**config.mk**
```make
export PLATFORM = sky130hd
export DESIGN_NAME = ped_signal_ctrl
export DESIGN_NICKNAME = d
export VERILOG_FILES = /design/src/rtl/ped_pkg.sv /design/src/rtl/ped_debounce.sv /design/src/rtl/ped_signal_ctrl.sv
export SDC_FILE = /design/constraint.sdc
export NUM_CORES = 1
export LEC_CHECK = 0
export ABC_CLOCK_PERIOD_IN_PS = 2100
export CAP_MARGIN = 20
export CORE_MARGIN = 5
export CORE_UTILIZATION = 45
export DETAILED_ROUTE_END_ITERATION = 10
export PLACE_DENSITY = 0.66
export SLEW_MARGIN = 15
export SYNTH_ARGS = -nofsm -noshare
export SYNTH_HDL_FRONTEND = slang
export SYNTH_SLANG_ARGS = --single-unit
```
**constraint.sdc**
```tcl
create_clock -name clk -period 2.1 [get_ports clk]
set_clock_uncertainty 0.2 [all_clocks]
set_input_delay 0.315 -clock clk [delete_from_list [all_inputs] [get_ports clk]]
set_output_delay 0.315 -clock clk [all_outputs]
set_load 0.01 [all_outputs]
```
**src/rtl/ped_pkg.sv**
```systemverilog
// ped_pkg: shared state enumeration and default timing constants for the pedestrian signal
package ped_pkg;
  typedef enum logic [1:0] {ST_STOP, ST_WALK, ST_FLASH, ST_FAULT} ped_state_e;
  localparam int DEF_DEBOUNCE_CYC = 4;
  localparam int DEF_WALK_TIME    = 10;
  localparam int DEF_FLASH_TIME   = 8;
  localparam int DEF_FLASH_HALF   = 1;
endpackage

```
**src/rtl/ped_debounce.sv**
```systemverilog
// ped_debounce: two-flop synchroniser plus stable-count debouncer for the raw button
module ped_debounce
  import ped_pkg::*;
#(
  parameter int DEBOUNCE_CYC = DEF_DEBOUNCE_CYC
) (
  input  logic clk,
  input  logic rst_n,
  input  logic raw,
  output logic level
);
  logic s1_q, s1_d, s2_q, s2_d, level_q, level_d;
  logic [5:0] cnt_q, cnt_d;
  // accept the synchronised value only after it differs for DEBOUNCE_CYC cycles in a row
  always_comb begin
    s1_d = raw;
    s2_d = s1_q;
    level_d = level_q;
    cnt_d = '0;
    if (s2_q != level_q) begin
      if (cnt_q == 6'(DEBOUNCE_CYC - 1)) level_d = s2_q;
      else cnt_d = cnt_q + 6'd1;
    end
  end
  // synchroniser and debounce state registers
  always_ff @(posedge clk) begin
    if (!rst_n) begin
      s1_q <= 1'b0;
      s2_q <= 1'b0;
      level_q <= 1'b0;
      cnt_q <= '0;
    end else begin
      s1_q <= s1_d;
      s2_q <= s2_d;
      level_q <= level_d;
      cnt_q <= cnt_d;
    end
  end
  assign level = level_q;
endmodule

```
**src/rtl/ped_signal_ctrl.sv**
```systemverilog
// ped_signal_ctrl: pedestrian WALK/FLASH controller slaved to vehicle lamps (optional PED_COUNTDOWN_EN countdown output)
module ped_signal_ctrl
  import ped_pkg::*;
#(
  parameter int DEBOUNCE_CYC = DEF_DEBOUNCE_CYC,
  parameter int WALK_TIME    = DEF_WALK_TIME,
  parameter int FLASH_TIME   = DEF_FLASH_TIME,
  parameter int FLASH_HALF   = DEF_FLASH_HALF
) (
  input  logic clk,
  input  logic rst_n,
  input  logic red_in,
  input  logic yellow_in,
  input  logic green_in,
  input  logic ped_btn,
  output logic walk,
  output logic dont_walk,
  output logic ped_wait,
  output logic abort,
  output logic fault
`ifdef PED_COUNTDOWN_EN
  , output logic [5:0] countdown
`endif
);
  localparam logic [5:0] WT = 6'(WALK_TIME);
  localparam logic [5:0] FT = 6'(FLASH_TIME);
  localparam logic [5:0] FH = 6'(FLASH_HALF);
  ped_state_e state_q, state_d;
  logic [5:0] cnt_q, cnt_d, half_idx;
  logic deb_level, deb_prev_q, red_prev_q;
  logic walk_q, walk_d, dont_walk_q, dont_walk_d, ped_wait_q, ped_wait_d;
  logic abort_q, abort_d, fault_q, fault_d;
  logic red_only, red_entry, illegal, rise;
  ped_debounce #(.DEBOUNCE_CYC(DEBOUNCE_CYC)) u_deb (
    .clk(clk), .rst_n(rst_n), .raw(ped_btn), .level(deb_level)
  );
  assign red_only  = red_in & ~yellow_in & ~green_in;
  assign red_entry = red_only & ~red_prev_q;
  assign illegal   = green_in & (red_in | yellow_in);
  assign rise      = deb_level & ~deb_prev_q;
  // next state, phase counter, request latch and registered lamp values
  always_comb begin
    state_d = state_q;
    cnt_d = '0;
    ped_wait_d = ped_wait_q | rise;
    abort_d = 1'b0;
    if (state_q == ST_FAULT || illegal) state_d = ST_FAULT;
    else if (state_q == ST_STOP) begin
      if (red_entry && ped_wait_d) begin
        state_d = ST_WALK;
        ped_wait_d = 1'b0;
      end
    end else if (!red_only) begin
      state_d = ST_STOP;
      abort_d = 1'b1;
    end else if (state_q == ST_WALK && cnt_q == WT - 6'd1) state_d = ST_FLASH;
    else if (state_q == ST_FLASH && cnt_q == FT - 6'd1) state_d = ST_STOP;
    else cnt_d = cnt_q + 6'd1;
    half_idx = cnt_d / FH;
    walk_d = state_d == ST_WALK;
    dont_walk_d = state_d == ST_FLASH ? ~half_idx[0] : state_d != ST_WALK;
    fault_d = state_d == ST_FAULT;
  end
  // state and output registers
  always_ff @(posedge clk) begin
    if (!rst_n) begin
      state_q <= ST_STOP;
      cnt_q <= '0;
      deb_prev_q <= 1'b0;
      red_prev_q <= 1'b1;
      walk_q <= 1'b0;
      dont_walk_q <= 1'b1;
      ped_wait_q <= 1'b0;
      abort_q <= 1'b0;
      fault_q <= 1'b0;
    end else begin
      state_q <= state_d;
      cnt_q <= cnt_d;
      deb_prev_q <= deb_level;
      red_prev_q <= red_only;
      walk_q <= walk_d;
      dont_walk_q <= dont_walk_d;
      ped_wait_q <= ped_wait_d;
      abort_q <= abort_d;
      fault_q <= fault_d;
    end
  end
  assign walk = walk_q;
  assign dont_walk = dont_walk_q;
  assign ped_wait = ped_wait_q;
  assign abort = abort_q;
  assign fault = fault_q;
`ifdef PED_COUNTDOWN_EN
  logic [5:0] countdown_q, countdown_d;
  // remaining cycles of the phase being entered or continued
  always_comb countdown_d = state_d == ST_WALK ? WT - cnt_d : state_d == ST_FLASH ? FT - cnt_d : 6'd0;
  // countdown register
  always_ff @(posedge clk) countdown_q <= !rst_n ? 6'd0 : countdown_d;
  assign countdown = countdown_q;
`endif
endmodule

```
==> results.txt <==
Worst Max-Slew Pin Slew -> 0.3152 ns
Final ANT Viol Nets -> 0
Via-to-Cell Ratio -> 5.048
die width -> 56.78 um
DPL Wire Length -> 1.229 mm
final-stage net count -> 128
Slew HR -> 78.92%
TritonCTS clock tree -> yes
CTS max path bufs -> 2
leakage -> 0.4469 nW
global placer's final weighted congestion -> 0.7548
fraction of layout cells with a size suffix above 1 -> 13.56%
Worst Setup Path Type -> reg2reg
final non-filler cell total -> 146
CTS Root Cell -> clkbuf_4
Synth top area share -> 48.79%
FILL cells -> 214
n_diodes -> 0
Avg Synthesized Cell Area -> 9.749 sq um
outcome -> finished, final reports clean
Worst Path Arrival -> 1.93 ns
Crit path largest cell delay -> 0.48 ns
gr ovfl total -> 0
Req. time, crit path -> 2.12 ns
fin crit share -> 91.14%
area grow syn2layout -> 20.08%
Clk Latency, worst-skew pair -> 0.31 ns
Initial Util -> 45.84%
synth top area cells -> dfxtp_1 49%, nor2_1 6.1%, xor2_1 5.3%, ha_1 3.8%, xnor2_1 3.6%
Worst Path Max Fanout -> 5
Worst-path clk slew -> 0.13 ns
placed cells -> 142
post-synthesis cell count -> 101
first-pass GRT wire length -> 3.146 mm
Cell Rows -> 17
Remaining DRCs -> 0
number of max-cap violations -> 0
Worst Path Buf+Inv -> 0
RSZ-0062 raised after global routing -> false
postcts setup bufs -> 0
Yosys reg bits -> 24
CTS resizes -> 0
Synth Cell Area -> 984.7 sq um
H-Tree Depth -> 1
number of global-route vias before repair -> 732
DRT Pass-1 Iters -> 4
CTS buffer count -> 3
Max VDD drop -> 0.0003362 V
Die Y -> 56.78 um
Routed WL -> 1.662 mm
die area -> 3224 sq um
Tot Pwr -> 0.7625 mW
Port Buf Inserts -> 10
CTS Sinks -> 24
cell taking the most area after synthesis -> dfxtp_1
Yosys warning count -> 0
CP top delay family -> simple AND/OR/NAND/NOR gates
clock period minus worst slack -> 1.914 ns
pin count of the biggest net entering global routing -> 14
Crit-path slowest cell -> or3b_2
Fmax -> 522.5 MHz
Hold Path Class -> reg2reg
boundary pin count -> 11
crit-path cells -> ha_1 > or3b_2 > o211ai_1 > a211oi_2 > and2_1
Final Hold Viols -> 0
Syn Nets -> 110
Final Setup Violations -> 0
Core ar. -> 2148 sq um
Total Routing Usage GR -> 12.32%
DRC marker count from the first detailed-route iteration -> 7
Avg WL per Cell -> 11.38 um
cts-stage hold buffer count -> 0
Critical Path End Type -> register
initial antenna violation count -> 0
CP Launch Type -> register
Distinct cells, synth -> 32
Vias -> 737
PwrDens -> 644.9 nW/um^2
sequential area share after synthesis -> 48.79%
count of final max-slew check failures -> 0
-- per-stage QoR --
stage / TNS, ns / util [%] / cell area [sq um] / setup slack [ns] / hold WS [ns]
2_1_floorplan: 0 / - / 984.7 / 0.3231 / 0.2119
3_3_place_gp: -0.02935 / 53.35 / 1146 / -0.02935 / 0.2145
3_5_place_dp: -0.07698 / 53.35 / 1146 / -0.07535 / 0.2246
4_1_cts: 0 / 55.04 / 1182 / 0.1827 / 0.2555
5_1_grt: 0 / 55.04 / 1182 / 0.05534 / 0.2843
6_report: 0 / 55.04 / 1182 / 0.1861 / 0.2514
-- layer usage --
layer | vias to the layer above | wire [um] | track usage [%]
met5 | - | 0 | 0
met4 | 0 | 41 | 6.954
met3 | 4 | 60 | 3.218
met2 | 9 | 710 | 18.65
met1 | 342 | 850 | 15.69
li1 | 382 | - | -
-- registers in the layout (all words and copies together) (netlist names) --
register,count
u_deb.cnt_q,6
u_deb.s2_q,1
cnt_q,6
walk,1
state_q,2
dont_walk,1
deb_prev_q,1
ped_wait,1
fault,1
u_deb.level,1
abort,1
red_prev_q,1
u_deb.s1_q,1
-- where the power goes --
group / total [mW] / internal [mW] / leakage, nW / switching (mW)
sequential: 0.472 / 0.464 / 0.195 / 0.00758
combinational: 0.0514 / 0.0295 / 0.231 / 0.0220
clock: 0.239 / 0.106 / 0.0210 / 0.133
total: 0.762 / 0.600 / 0.447 / 0.163
-- layout by cell type (no fill, tap or decap), types with 4 or more instances in the layout --
cell type        count
buf_4                4
nand3_1              5
nor2_1              16
dfxtp_1             24
nand2_1              6
clkdlybuf4s50_1     10
and2_1               5
xnor2_1              4
xor2_1               6
-- Yosys cell counts, drive strengths merged --
master	n
a211oi	1
a21oi	2
a41oi	1
and2	5
and3	1
and4	1
clkbuf	1
dfxtp	24
ha	3
inv	3
mux2i	1
nand2	6
nand2b	1
nand3	5
nand4	1
nand4bb	1
nor2	16
nor2b	2
nor3	2
nor3b	1
o211ai	2
o21a	1
o21ai	3
o311a	1
o31a	1
or3	1
or3b	2
or4	1
or4b	1
xnor2	4
xor2	6
-- kinds of logic after synthesis --
family,after synthesis,share of synthesized area (%)
fa+ha+maj,3,3.812
flops,24,48.79
compound gates,12,9.403
mux,1,1.017
simple gates,47,26.56
xor+xnor,10,8.894
buf+inv,4,1.524
-- final cells by class --
cell class | count | area [sq um] | area share (%)
Clock buffer | 4 | 36.28 | 3.069
Sequential cell | 24 | 480.5 | 40.64
Inverter | 3 | 11.26 | 0.9524
Multi-Input combinational cell | 73 | 489.2 | 41.38
Tap cell | 28 | 35.03 | 2.963
Timing Repair Buffer | 14 | 130.1 | 11.01
-- final timing paths --
path / from / cells after the start / slack [ns] / end
max reg2reg: cnt_q[0] / 5 / 0.19 / walk
max: cnt_q[0] / 5 / 0.19 / walk
min reg2reg: u_deb.s1_q / 1 / 0.25 / u_deb.s2_q
min: u_deb.s1_q / 1 / 0.25 / u_deb.s2_q
-- worst reg2reg max path: cells and delay by family (launching register included) --
family	cells	cell delay, ns
simple gates	2	0.65
compound gates	2	0.39
fa+ha+maj	1	0.17
flops	1	0.42
Power figures use the tool's default switching activity.
==> patch: new RTL, config.mk and constraints unchanged <==
Build with the macro `PED_COUNTDOWN_EN` defined.
--- a/src/rtl/ped_signal_ctrl.sv
+++ b/src/rtl/ped_signal_ctrl.sv
@@ -1,2 +1,4 @@
 // ped_signal_ctrl: pedestrian WALK/FLASH controller slaved to vehicle lamps (optional PED_COUNTDOWN_EN countdown output)
+`define PED_COUNTDOWN_EN
+
 module ped_signal_ctrl
Behaviour (old outputs only; new: countdown): unchanged (Yosys induction, for registers that start in step).
==> patch against the original RTL <==
  * The run now ends with negative setup slack left
  * Area after synthesis increased by 52%
  * Global-route usage up 8.4 points
  * Combinational power increased to 3.4 times the old value
  * Cell area increased by 110%
  * Total power grew 50%
  * Setup slack worse by 460 ps
  * Largest cell class unchanged
  * Wire length increased to 2.8 times the old value
  * Sequential cell count increased by 6
==> patch: results <==
export IMPL_status="finished, violations left"
export IMPL_violations="negative setup slack"
export IMPL_grt_usage_pct=20.7
export IMPL_r2r_cells=8
export IMPL_holdPathEnd="ped_wait$_SDFF_PN0_"
export IMPL_syn_nets=169
export IMPL_rrSetupSlack_ps=-270
export IMPL_critPathMaxFanout=6
export IMPL_worst_pin_slew_ps=551
export IMPL_first_iter_violations=117
export IMPL_yosys_area_share_adder_pct=4.18
export IMPL_synth_xor_area_share_pct=5.27
export IMPL_synth_commonest_cells="30 x dfxtp_1, 18 x nor2_1, 8 x nand3_1, 7 x inv_1"
export IMPL_portBuffers=16
export IMPL_min_path_cells=4
export IMPL_synth_mux_area_share_pct=0.669
export IMPL_r2r_start="cnt_q[1]$_SDFF_PN0_"
export IMPL_path_clk_slew_ps=100
export IMPL_post_dp_hpwl_um=2880
export IMPL_grt_pass1_vias=1564
export IMPL_synth_area_top_cells="dfxtp_1 40%, nor2_1 4.5%, ha_1 4.2%"
export IMPL_drive_gt1_share_pct=47.3
export IMPL_worst_slack_ps=-270
export IMPL_min_path_type="in2reg"
export IMPL_viasPerCell=5.43
export IMPL_min_delay_start="green_in"
export IMPL_place_congestion=0.858
export IMPL_setup_viol=9
export IMPL_critPathArrivalTime_ps=2390
export IMPL_grt_pass1_wl_um=7040
export IMPL_pre_cts_ws_ps=-628
export IMPL_htreeDepth=2
export IMPL_peakVddDrop_mv=0.424
==> patch: cell types whose count changed after synthesis, moves of 3 or more <==
cell and change:
a211oi_1 +5, a21o_1 +3, dfxtp_1 +6, inv_1 +4, nand3_1 +3, o21ai_0 +4
==> patch: what timing repair did <==
item,CTS,global route
buffers inserted,10,6
cloned,0,0
pin swaps,22,10
endpoints found under the setup margin,7,10
gates resized for setup,18,23
==> patch: layout make-up <==
class,instances,area [sq um]
timing repair buffer,82,678
sequential,30,606
tap,46,57.6
fill,224,823
inverter,7,26.3
clock inverter,2,12.5
clock buffer,6,51.3
multi-input combinational,118,1030
==> patch: cell families (layout without fill, tap and decap cells) <==
family / count (synthesis) / after routing
AND/OR/NAND/NOR: 62 / 62
AO/OA/AOI/OAI: 41 / 41
flip-flops: 30 / 30
buffers and inverters: 10 / 97
XOR/XNOR: 9 / 9
adder cells (fa/ha/maj): 5 / 5
multiplexers: 1 / 1
==> patch: per-layer routing <==
layer / vias up / wire length (um) / global-route usage, %
li1: 746 / - / -
met1: 761 / 1940 / 23.8
met5: - / 0 / 0
met4: 0 / 199 / 10.9
met3: 22 / 153 / 5.66
met2: 51 / 2440 / 34.9
==> patch: power breakdown <==
part / internal (mW) / switching [mW]
clock: 0.161 / 0.220
sequential: 0.581 / 0.00678
combinational: 0.0943 / 0.0826
==> patch: metrics by stage <==
step / instances / hold slack, ps / power [mW] / TNS, ps
global route: 291 / 258 / 1.20 / -1970
detailed placement: 267 / 234 / 0.746 / -5010
CTS: 285 / 269 / 1.12 / -1040
finish: 291 / 249 / 1.14 / -1300
floorplan: 158 / 212 / 0.667 / -491
global placement: 267 / 221 / 0.743 / -4570
==> patch: worst max-delay path, stage by stage, from the launching register on <==
cell	delay, ps
dfxtp_2	340
inv_2	70
ha_4	140
nand4bb_4	140
o311a_1	350
or3b_4	440
nor2b_4	170
a221oi_4	280
o32ai_1	120
==> patch: worst max path at each step <==
stage / startpoint / endpoint / cells after the start
after detailed placement: yellow_in / countdown[4]$_SDFF_PN0_ / 10
after CTS: cnt_q[1]$_SDFF_PN0_ / countdown[4]$_SDFF_PN0_ / 8
after floorplan: cnt_q[0]$_SDFF_PN0_ / countdown[4]$_SDFF_PN0_ / 10
final: cnt_q[1]$_SDFF_PN0_ / countdown[4]$_SDFF_PN0_ / 8
after global routing: cnt_q[0]$_SDFF_PN0_ / countdown[2]$_SDFF_PN0_ / 11
after global placement: red_in / countdown[5]$_SDFF_PN0_ / 7
